==> config.mk <==
export PLATFORM = sky130hd
export DESIGN_NAME = ram_arbiter
export DESIGN_NICKNAME = d
export VERILOG_FILES = /design/src/rtl/ram_arbiter.sv
export SDC_FILE = /design/constraint.sdc
export NUM_CORES = 1
export LEC_CHECK = 0
export BUFFER_PORTS_ARGS = -buffer_cell sky130_fd_sc_hd__buf_2
export CAP_MARGIN = 0
export CORE_AREA = 10 10 160 162
export CTS_BUF_LIST = sky130_fd_sc_hd__clkbuf_8
export DETAILED_ROUTE_END_ITERATION = 7
export DIE_AREA = 0 0 170 172
export HOLD_SLACK_MARGIN = 0.05
export RECOVER_POWER = 50
export SLEW_MARGIN = 20
export SYNTH_ARGS = -nofsm -noshare
export SYNTH_HDL_FRONTEND = slang
export SYNTH_SLANG_ARGS = --single-unit
==> constraint.sdc <==
create_clock -name CLK -period 3.2 [get_ports CLK]
set_input_delay 0.16 -clock CLK [delete_from_list [all_inputs] [get_ports CLK]]
set_output_delay 0.16 -clock CLK [all_outputs]
set_load 0.05 [all_outputs]
==> src/rtl/ram_arbiter.sv <==
// rtl/ram_arbiter.sv - two-CPU, four-source arbiter for the shared RAM port
//
// Purpose: grants one of {D0, I0, D1, I1} at a time to the single RAM port.
//   The grant is held until the RAM reports ACCESS, ERROR, the owner withdraws,
//   or the watchdog expires. CPUs alternate in round-robin order, and within a
//   CPU the data side is served before the instruction side.
// Ports:
//   CLK, nRST            clock (rising edge), synchronous active-low reset
//   iREN, dREN, dWEN     per-CPU request enables, bit c = CPU c
//   iaddr, daddr, dstore per-CPU address/data, CPU c in slice [c*W +: W]
//   iwait, dwait         per-CPU "request not yet done"
//   iload, dload         ramload fanned out to every side
//   ramaddr, ramstore    RAM address / write data (owner's live inputs)
//   ramREN, ramWEN       RAM enables (owner's live inputs)
//   ramload, ramstate    RAM read data and status (FREE/BUSY/ACCESS/ERROR)
//   tmo_err              one-cycle pulse when the watchdog aborts an access
module ram_arbiter #(
  parameter int WORD_W  = 32,
  parameter int ADDR_W  = 32,
  parameter int TIMEOUT = 64
) (
  input  logic                CLK,
  input  logic                nRST,
  input  logic [1:0]          iREN,
  input  logic [1:0]          dREN,
  input  logic [1:0]          dWEN,
  input  logic [2*ADDR_W-1:0] iaddr,
  input  logic [2*ADDR_W-1:0] daddr,
  input  logic [2*WORD_W-1:0] dstore,
  output logic [1:0]          iwait,
  output logic [1:0]          dwait,
  output logic [2*WORD_W-1:0] iload,
  output logic [2*WORD_W-1:0] dload,
  output logic [ADDR_W-1:0]   ramaddr,
  output logic [WORD_W-1:0]   ramstore,
  output logic                ramREN,
  output logic                ramWEN,
  input  logic [WORD_W-1:0]   ramload,
  input  logic [1:0]          ramstate,
  output logic                tmo_err
);

  localparam logic [1:0] RS_ACCESS = 2'd2;
  localparam logic [1:0] RS_ERROR  = 2'd3;
  localparam logic [7:0] CNT_LAST  = 8'(TIMEOUT - 1);

  typedef enum logic {IDLE, BUSY} state_t;

  state_t     state;
  logic       own_cpu;   // CPU that holds the grant
  logic       own_d;     // 1 = data side, 0 = instruction side
  logic       rr;        // CPU favoured at the next arbitration
  logic [7:0] cnt;       // cycles spent in BUSY for the current grant

  logic grant_any, grant_cpu, grant_d;
  logic own_active, ack;
  logic [1:0] own_mask;

  // Fixed priority over the rotated source list D(rr), I(rr), D(~rr), I(~rr).
  always_comb begin
    grant_any = 1'b0;
    grant_cpu = rr;
    grant_d   = 1'b1;
    if (dREN[rr] | dWEN[rr]) begin
      grant_any = 1'b1; grant_cpu = rr;  grant_d = 1'b1;
    end else if (iREN[rr]) begin
      grant_any = 1'b1; grant_cpu = rr;  grant_d = 1'b0;
    end else if (dREN[~rr] | dWEN[~rr]) begin
      grant_any = 1'b1; grant_cpu = ~rr; grant_d = 1'b1;
    end else if (iREN[~rr]) begin
      grant_any = 1'b1; grant_cpu = ~rr; grant_d = 1'b0;
    end
  end

  // RAM side follows the owner's live inputs, so a withdrawn request drops
  // the enables in the same cycle. A write wins over a read on the D side.
  always_comb begin
    own_active = 1'b0;
    ramaddr    = '0;
    ramstore   = '0;
    ramREN     = 1'b0;
    ramWEN     = 1'b0;
    if (state == BUSY) begin
      if (own_d) begin
        own_active = dREN[own_cpu] | dWEN[own_cpu];
        ramaddr    = own_cpu ? daddr[2*ADDR_W-1:ADDR_W] : daddr[ADDR_W-1:0];
        ramstore   = own_cpu ? dstore[2*WORD_W-1:WORD_W] : dstore[WORD_W-1:0];
        ramWEN     = dWEN[own_cpu];
        ramREN     = dREN[own_cpu] & ~dWEN[own_cpu];
      end else begin
        own_active = iREN[own_cpu];
        ramaddr    = own_cpu ? iaddr[2*ADDR_W-1:ADDR_W] : iaddr[ADDR_W-1:0];
        ramREN     = iREN[own_cpu];
      end
    end
  end

  // A reset cycle abandons the access, so neither ack nor abort is reported.
  assign ack      = nRST & (state == BUSY) & own_active & (ramstate == RS_ACCESS);
  assign tmo_err  = nRST & (state == BUSY) & own_active & ~ack & (cnt == CNT_LAST);
  assign own_mask = own_cpu ? 2'b10 : 2'b01;

  assign iwait = iREN & ~(own_mask & {2{ack & ~own_d}});
  assign dwait = (dREN | dWEN) & ~(own_mask & {2{ack & own_d}});
  assign iload = {2{ramload}};
  assign dload = {2{ramload}};

  always_ff @(posedge CLK) begin
    if (!nRST) begin
      state   <= IDLE;
      own_cpu <= 1'b0;
      own_d   <= 1'b0;
      rr      <= 1'b0;
      cnt     <= '0;
    end else begin
      case (state)
        IDLE: begin
          if (grant_any) begin
            state   <= BUSY;
            own_cpu <= grant_cpu;
            own_d   <= grant_d;
            cnt     <= '0;
          end
        end
        BUSY: begin
          if (!own_active || ack || tmo_err || ramstate == RS_ERROR)
            state <= IDLE;
          // Only a completed or aborted access hands priority to the other
          // CPU; errors and withdrawals re-arbitrate with the same favourite.
          if (ack || tmo_err)
            rr <= ~own_cpu;
          if (cnt != 8'hFF)
            cnt <= cnt + 8'd1;
        end
        default: state <= IDLE;
      endcase
    end
  end

endmodule
==> results of run 1 <==
cells in the final DEF, fill, tap and decap left out, types with 3 or more instances in the layout:
cell type,instances
a21oi_1,5
nand4_1,3
buf_4,3
and2_1,33
nor2_1,44
mux4_2,32
mux2i_1,34
buf_2,271
nand3_1,5
nand2_1,6
clkbuf_8,3
inv_1,7
dfxtp_1,10
a41oi_1,4
nor3_1,3
worst reg2reg max path, delay by kind of cell (launching register included):
| family | cells | cell delay (ns) |
|---|---|---|
| AO/OA/AOI/OAI | 2 | 0.48 |
| multiplexers | 1 | 0.40 |
| flip-flops | 1 | 0.71 |
| AND/OR/NAND/NOR | 1 | 0.16 |
power groups by stage:
stage	clock, mW	combinational (mW)	sequential (mW)
2_1_floorplan	0	0.891	0.164
5_1_grt	0.153	0.741	0.180
3_5_place_dp	0	0.700	0.181
6_report	0.141	0.691	0.176
3_3_place_gp	0	0.693	0.180
4_1_cts	0.144	0.701	0.178
layer usage:
layer	routed length (µm)	global-route usage, %
met1	5317	9.702
met2	6854	14.97
met3	2320	5.335
met4	338	2.822
met5	11	0
stage by stage:
stage	setup slack, ns	utilization, %
CTS	0.6895	17.70
detailed placement	0.9574	17.49
finish	0.7542	17.71
floorplan	1.003	-
global route	0.4793	17.71
global placement	0.9923	17.49
final timing paths:
kind         startpoint        to  slack (ns)
max             own_cpu  dwait[0]        0.75
min                nRST    cnt[0]        0.22
max reg2reg     own_cpu     state        1.35
min reg2reg      cnt[7]    cnt[7]        0.50
logic make-up after synthesis:
family / Yosys count
AO/OA/AOI/OAI: 29
XOR/XNOR: 3
adder cells (fa/ha/maj): 1
buffers and inverters: 154
flip-flops: 12
multiplexers: 67
AND/OR/NAND/NOR: 107
final cells by class:
class / instances / share of cell area, %
well taps: 285 / 9.005
repair buffers: 276 / 35.83
flip-flops and latches: 12 / 6.193
multi-input cells: 207 / 47.27
inverters: 6 / 0.5687
clock buffers: 3 / 1.043
clock inverters: 1 / 0.09479
sequential cells by signal, summed over array words and instances, names as in the netlist:
name     count
rr           1
own_cpu      1
cnt          8
own_d        1
state        1
synth_stat cells (2+ instances only):
| master | count |
|---|---|
| a21o_1 | 2 |
| a21oi_1 | 5 |
| a31oi_1 | 2 |
| a41oi_1 | 4 |
| and2_1 | 33 |
| and3_1 | 2 |
| buf_2 | 7 |
| buf_4 | 132 |
| clkbuf_1 | 8 |
| dfxtp_1 | 12 |
| inv_1 | 6 |
| mux2i_1 | 34 |
| mux4_2 | 32 |
| nand2_1 | 7 |
| nand3_1 | 5 |
| nand4_1 | 3 |
| nor2_1 | 44 |
| nor2b_1 | 2 |
| nor3_1 | 3 |
| o21ai_1 | 2 |
| or2_2 | 2 |
| or3_1 | 2 |
| xor2_1 | 2 |
==> reports/results.txt, run 1 <==
Synth Area in XOR/XNOR -> 0.8213%
die height -> 172 µm
Final setup violation count -> 0
TritonCTS Sinks -> 12
#FFs+latches synth -> 12
Fill cells -> 2,559
fin crit share -> 76.43%
number of synthesized flops with an enable pin -> 0
vias per inst -> 4.030
Final HPWL DP -> 13,130 µm
status -> completed
CTS max path bufs -> 2
Setup crit end kind -> output pin
total of max-cap violations -> 0
Worst-Margin Slew -> 0.5849 ns
post-route clock skew -> 0.007049 ns
CP top delay family -> flip-flops
drt total wl -> 14,840 µm
multi-input logic area -> 0.001872 mm²
CP Cell Sequence -> mux2_2 > o21ai_1 > nor3_1 > a41oi_1 > buf_2
Design Area, Final -> 0.003960 mm²
clock tree from TritonCTS -> built
clock-pin slew on the worst setup and hold paths -> 0.05 ns
first-pass GRT wire length -> 20,710 µm
Worst Path Buf+Inv -> 1
CTS resizes -> 0
Synth-to-Final Area Change -> 23.78%
worst setup path class -> flop to output pin
die area -> 0.02924 mm²
sw frac -> 49.69%
Starting Density -> 14.30%
syn nets -> 608
CTS Hold Bufs -> 0
Residual DRC -> 0
Reg2Reg Depth -> 4
layout cell share with drive strength beyond 1 -> 62.97%
Hold WS -> 0.2178 ns
Post-CTS Setup Inserts -> 0
Antenna diodes -> 0
I/O Pins -> 433
Seq/Total Area, Yosys -> 7.509%
Worst EP required -> 3.04 ns
RePlAce Congestion -> 0.8801
critical-path maximum fanout -> 30
Initial DRC Count -> 202
final hold violation count -> 0
Seq. cell area -> 245.2 µm²
Total Power -> 1.008 mW
Final nets -> 741
total grt overflow -> 0
Cell Pwr Density -> 254.5 mW/mm²
area leader, netlist -> buf_4
Slowest cell on crit path -> dfxtp_4
Min-Delay Path Depth -> 2
Post-Synthesis Cell Area -> 0.003199 mm²
initial antenna violation count -> 2
htree depth -> 1
vias in the first global route -> 3,445
post-synthesis adder-cell area fraction -> 0.3911%
Synth top area share -> 30.97%
CTS Buf Count -> 3
row count -> 55
register share of total power -> 17.5%
Antenna Nets Post-Route -> 0
mux share of post-synthesis cell area -> 33.52%
Comb pwr share -> 68.5%
Slew HR -> 60.87%
routed len/inst -> 18.78 µm
Yosys cell types -> 45
Max VDD drop -> 0.1292 mV
top cells by area, synth -> buf_4, mux4_2, mux2i_1
placed instance area -> 0.003913 mm²
RSZ-0062 raised after global routing -> false
syn_area_per_cell -> 8.577 µm²
largest family of logic cells by synthesized area -> buffers and inverters
Internal -> 507.1 µW
DR vias -> 3,184
All-Layer GR Usage -> 9.129%
Final TNS setup -> 0 ns
simple logic cell fraction of the synthesized area -> 17.13%
IO Port Bufs -> 272
leakage power -> 1.856 nW
largest net degree at the start of global routing -> 47
CTS Root Cell -> clkbuf_8
CP max stage delay -> 0.71 ns
arrival time worst endpoint -> 2.29 ns
Clock Power Share -> 13.9%
Final Slew Violations -> 0
First-pass DRT Iterations -> 4
Synth Flop Type -> dfxtp_1
Crit path depth -> 5
HP Class -> input pin to flop
CORE AREA -> 0.02237 mm²
Async SR Flop Fraction -> 0%
fin crit period -> 2.446 ns
Syn Inst Count -> 373
Post-Layout Cell Count -> 790
die width -> 170 µm
Psw -> 500.7 µW
Inst Count DP -> 786
Ys Warns -> 0
startpoint types -> flop
worst skew pair latency -> 0.24 ns
fmax -> 408.9 MHz
compound-cell area share of the yosys netlist -> 6.570%
Power figures use the tool's default switching activity.
==> run 2, diff against run 1 <==
==> constraint.sdc (replaced) <==
create_clock -name CLK -period 2.4 [get_ports CLK]
set_input_delay 0.12 -clock CLK [delete_from_list [all_inputs] [get_ports CLK]]
set_output_delay 0.12 -clock CLK [all_outputs]
set_load 0.05 [all_outputs]
==> reports/results.txt, run 2 (synthesis gave the netlist of run 1 again) <==
status -> completed (unchanged)
I/O Pins -> 433 (unchanged)
IO Port Bufs -> 272 (unchanged)
Comb pwr share -> 67.7% (was 68.5%)
Cell Pwr Density -> 343.0 mW/mm² (was 254.5 mW/mm²)
clock-pin slew on the worst setup and hold paths -> 0.06 ns (was 0.05 ns)
sw frac -> 48.32% (was 49.69%)
worst skew pair latency -> 0.24 ns (about the same)
Post-CTS Setup Inserts -> 0 (unchanged)
fin crit period -> 2.103 ns
All-Layer GR Usage -> 9.101% (was 9.129%)
Worst Path Buf+Inv -> 1 (unchanged)
Starting Density -> 14.30% (unchanged)
Final TNS setup -> 0 ns (unchanged)
Initial DRC Count -> 192 (was 202)
Residual DRC -> 0 (unchanged)
CTS Hold Bufs -> 0 (unchanged)
Fill cells -> 2,530 (was 2,559)
row count -> 55 (unchanged)
Internal -> 710.4 µW (was 507.1 µW)
register share of total power -> 15.9% (was 17.5%)
Worst-Margin Slew -> 0.5764 ns (was 0.5849 ns)
most frequent cells in the layout -> buf_2, nor2_1, mux2i_1, and2_1, mux4_2 (unchanged)
die area -> 0.02924 mm² (unchanged)
fmax -> 475.4 MHz
first-pass GRT wire length -> 20,720 µm (was 20,710 µm)
CP top delay family -> simple AND/OR/NAND/NOR gates (was flip-flops)
Max VDD drop -> 0.1700 mV (was 0.1292 mV)
multi-input logic area -> 0.001869 mm² (was 0.001872 mm²)
CTS resizes -> 0 (unchanged)
Seq. cell area -> 245.2 µm² (unchanged)
CTS Root Cell -> clkbuf_8 (unchanged)
arrival time worst endpoint -> 1.98 ns (was 2.29 ns)
Biggest register -> cnt (unchanged)
Setup crit end kind -> output pin (unchanged)
Final HPWL DP -> 13,160 µm (was 13,130 µm)
die width -> 170 µm (unchanged)
max FFs per register -> 8 (unchanged)
Final nets -> 742 (was 741)
commonest non-fill, non-tap cell in the layout -> buf_2 (unchanged)
Final setup violation count -> 0 (unchanged)
Final Slew Violations -> 0 (unchanged)
worst setup path class -> flop to output pin (unchanged)
TritonCTS Sinks -> 12 (unchanged)
post-route clock skew -> 0.002859 ns (was 0.007049 ns)
Total Power -> 1.375 mW (was 1.008 mW)
initial antenna violation count -> 4 (was 2)
Synth-to-Final Area Change -> 25.26% (was 23.78%)
Clock Power Share -> 16.4% (was 13.9%)
CTS Buf Count -> 3 (unchanged)
CP Cell Sequence -> nor4b_1 > a31o_1 > or3_1 > nor4b_2 > buf_12 (was mux2_2 > o21ai_1 > nor3_1 > a41oi_1 > buf_2)
Slew HR -> 61.49% (was 60.87%)
largest net degree at the start of global routing -> 44 (was 47)
clock tree from TritonCTS -> built (unchanged)
First-pass DRT Iterations -> 6 (was 4)
Antenna Nets Post-Route -> 0 (unchanged)
RePlAce Congestion -> 0.8988 (was 0.8801)
HP Class -> input pin to flop (unchanged)
DR vias -> 3,206 (was 3,184)
RSZ-0062 raised after global routing -> false (unchanged)
total of max-cap violations -> 0 (unchanged)
vias per inst -> 4.043 (was 4.030)
vias in the first global route -> 3,440 (was 3,445)
startpoint types -> flop (unchanged)
CP max stage delay -> 0.42 ns (was 0.71 ns)
htree depth -> 1 (unchanged)
final hold violation count -> 0 (unchanged)
Hold WS -> 0.1701 ns (was 0.2178 ns)
Worst EP required -> 2.28 ns (was 3.04 ns)
critical-path maximum fanout -> 9 (was 30)
routed len/inst -> 18.69 µm (was 18.78 µm)
leakage power -> 1.867 nW (was 1.856 nW)
Psw -> 664.2 µW (was 500.7 µW)
drt total wl -> 14,820 µm (was 14,840 µm)
die height -> 172 µm (unchanged)
CORE AREA -> 0.02237 mm² (unchanged)
total grt overflow -> 0 (unchanged)
Slowest cell on crit path -> nor4b_2 (was dfxtp_4)
layout cell share with drive strength beyond 1 -> 63.04% (was 62.97%)
CTS max path bufs -> 2 (unchanged)
fin crit share -> 87.64%
[run 2: final cells by class]
cell class	count	area share [%]
Multi-Input combinational cell	207	46.64
Tap cell	285	8.898
Sequential cell	12	6.119
Clock buffer	4	1.374
Timing Repair Buffer	277	36.28
Antenna cell	2	0.1249
Inverter	6	0.5620
[run 2: worst paths after layout]
check	to	slack [ns]	depth (start not counted)	from
hold reg to reg	cnt[7]	0.50	2	cnt[7]
setup reg to reg	cnt[7]	0.70	5	cnt[0]
setup / recovery	tmo_err	0.30	5	own_d
hold / removal	cnt[0]	0.17	2	nRST
[run 2: metal layers]
layer	vias up	wire length, µm	share of wire [%]	GRT usage, %
li1	1451	-	-	-
met1	1433	5441	37	10.19
met2	296	6820	46	14.47
met3	24	2263	15	4.970
met4	2	280	1.9	2.937
met5	-	13	0.088	0
[run 2: power by group through the flow]
stage | registers [mW] | logic, mW | clock network (mW)
5_1_grt | 0.221 | 0.999 | 0.238
3_5_place_dp | 0.223 | 0.943 | 0
6_report | 0.218 | 0.931 | 0.225
4_1_cts | 0.219 | 0.949 | 0.230
2_1_floorplan | 0.218 | 1.19 | 0
3_3_place_gp | 0.223 | 0.935 | 0
[run 2: per-stage QoR]
step                instance area [µm²]  setup WS, ns  instances  utilization, %
floorplan                          3199        0.2428        373               -
global route                       4008        0.1945        793           17.92
global placement                   3948        0.6022        787           17.65
detailed placement                 3948        0.5380        787           17.65
CTS                                4003        0.2622        791           17.90
finish                             4008        0.2966        793           17.92
==> run 3, diff against run 2 <==
--- a/config.mk
+++ b/config.mk
@@ -8,7 +8,7 @@
 export BUFFER_PORTS_ARGS = -buffer_cell sky130_fd_sc_hd__buf_2
 export CAP_MARGIN = 0
 export CORE_AREA = 10 10 160 162
-export CTS_BUF_LIST = sky130_fd_sc_hd__clkbuf_8
+export CTS_BUF_LIST = sky130_fd_sc_hd__clkbuf_4
 export DETAILED_ROUTE_END_ITERATION = 7
 export DIE_AREA = 0 0 170 172
 export HOLD_SLACK_MARGIN = 0.05
==> reports/results.txt, run 3 (synthesis gave the netlist of run 1 again) <==
status -> completed (unchanged)
Final nets -> 742 (unchanged)
vias in the first global route -> 3,441 (was 3,440)
Starting Density -> 14.30% (unchanged)
fmax -> 468.6 MHz (was 475.4 MHz)
routed len/inst -> 18.69 µm (about the same)
clock tree from TritonCTS -> built (unchanged)
CTS Buf Count -> 3 (unchanged)
global routing's busiest layer -> met2 (unchanged)
arrival time worst endpoint -> 2.01 ns (was 1.98 ns)
CORE AREA -> 0.02237 mm² (unchanged)
Worst EP required -> 2.28 ns (about the same)
post-route clock skew -> 0.001843 ns (was 0.002859 ns)
Initial DRC Count -> 171 (was 192)
die width -> 170 µm (unchanged)
Psw -> 652.1 µW (was 664.2 µW)
largest net degree at the start of global routing -> 44 (unchanged)
leakage power -> 1.854 nW (was 1.867 nW)
htree depth -> 1 (unchanged)
total grt overflow -> 0 (unchanged)
first-pass GRT wire length -> 20,690 µm (was 20,720 µm)
Final TNS setup -> 0 ns (unchanged)
commonest non-fill, non-tap cell in the layout -> buf_2 (unchanged)
Hold WS -> 0.1384 ns (was 0.1701 ns)
All-Layer GR Usage -> 9.062% (was 9.101%)
CTS Root Cell -> clkbuf_4 (was clkbuf_8)
worst skew pair latency -> 0.27 ns (was 0.24 ns)
met3 Use GR -> 4.902% (was 4.970%)
Internal -> 624.8 µW (was 710.4 µW)
Final HPWL DP -> 13,160 µm (unchanged)
layout cell share with drive strength beyond 1 -> 62.85% (was 63.04%)
final hold violation count -> 0 (unchanged)
Final Slew Violations -> 0 (unchanged)
Worst-Margin Slew -> 0.5960 ns (was 0.5764 ns)
sw frac -> 51.07% (was 48.32%)
fin crit period -> 2.134 ns (was 2.103 ns)
Final setup violation count -> 0 (unchanged)
Max VDD drop -> 0.1520 mV (was 0.1700 mV)
fin crit share -> 88.92% (was 87.64%)
CTS max path bufs -> 2 (unchanged)
Cell Pwr Density -> 320.9 mW/mm² (was 343.0 mW/mm²)
die area -> 0.02924 mm² (unchanged)
Synth-to-Final Area Change -> 24.36% (was 25.26%)
CTS resizes -> 0 (unchanged)
initial antenna violation count -> 4 (unchanged)
Antenna Nets Post-Route -> 0 (unchanged)
Comb pwr share -> 73.0% (was 67.7%)
RSZ-0062 raised after global routing -> false (unchanged)
Reg2Reg Depth -> 5 (unchanged)
Residual DRC -> 0 (unchanged)
Biggest register -> cnt (unchanged)
Min-Delay Path Depth -> 2 (unchanged)
critical-path maximum fanout -> 9 (unchanged)
Setup crit end kind -> output pin (unchanged)
DR vias -> 3,217 (was 3,206)
Design Area, Final -> 0.003979 mm² (was 0.004008 mm²)
RePlAce Congestion -> 0.8988 (unchanged)
worst setup path class -> flop to output pin (unchanged)
total of max-cap violations -> 0 (unchanged)
register share of total power -> 17.1% (was 15.9%)
I/O Pins -> 433 (unchanged)
placed instance area -> 0.003948 mm² (unchanged)
Slew HR -> 60.18% (was 61.49%)
CTS Hold Bufs -> 0 (unchanged)
met1 Use GR -> 10.18% (was 10.19%)
clock-pin slew on the worst setup and hold paths -> 0.08 ns (was 0.06 ns)
M2 GR Usage -> 14.46% (was 14.47%)
TritonCTS Sinks -> 12 (unchanged)
most frequent cells in the layout -> buf_2, nor2_1, mux2i_1, and2_1, mux4_2 (unchanged)
IO Port Bufs -> 272 (unchanged)
drt total wl -> 14,820 µm (about the same)
HP Class -> input pin to flop (unchanged)
die height -> 172 µm (unchanged)
row count -> 55 (unchanged)
First-pass DRT Iterations -> 4 (was 6)
max FFs per register -> 8 (unchanged)
startpoint types -> flop (unchanged)
post-layout util -> 17.79% (was 17.92%)
Clock Power Share -> 10.0% (was 16.4%)
Post-CTS Setup Inserts -> 0 (unchanged)
vias per inst -> 4.057 (was 4.043)
## run 3: path summary, 6_finish.rpt
kind	startpoint	endpoint	slack [ns]
setup / recovery	own_d	tmo_err	0.27
hold reg to reg	cnt[7]	cnt[7]	0.50
hold / removal	nRST	cnt[0]	0.14
setup reg to reg	cnt[0]	cnt[7]	0.71
## run 3: routing by layer
layer / part of all wire (%) / vias to the layer above
li1: - / 1454
met1: 37 / 1439
met2: 46 / 300
met3: 15 / 22
met4: 1.8 / 2
met5: 0.088 / -
## run 3: worst max-delay path: stages, from the launching register on
cell and delay (ns):
dfxtp_2 0.38, nor4b_1 0.16, a31o_1 0.21, or3_1 0.39, nor4b_2 0.42, buf_12 0.19
## run 3: final cells by class
| type | instances | area (µm²) |
|---|---|---|
| clock inverters | 1 | 3.754 |
| multi-input cells | 207 | 1869 |
| repair buffers | 277 | 1454 |
| inverters | 6 | 22.52 |
| flip-flops and latches | 12 | 245.2 |
| clock buffers | 3 | 22.52 |
| fillers | 2532 | 18390 |
| diodes | 2 | 5.005 |
| well taps | 285 | 356.6 |
## run 3: through the flow
| stage | cells | power, mW | worst slack [ns] |
|---|---|---|---|
| floorplan | 373 | 1.407 | 0.2428 |
| global placement | 787 | 1.157 | 0.6022 |
| detailed placement | 787 | 1.166 | 0.5380 |
| CTS | 791 | 1.301 | 0.2256 |
| global route | 793 | 1.362 | 0.1533 |
| finish | 793 | 1.277 | 0.2659 |
## run 3: power groups by stage
stage	registers (mW)	clock network (mW)	logic [mW]
floorplan	0.218	0	1.19
global placement	0.223	0	0.935
detailed placement	0.223	0	0.943
CTS	0.218	0.134	0.949
global route	0.220	0.143	0.999
finish	0.218	0.127	0.932
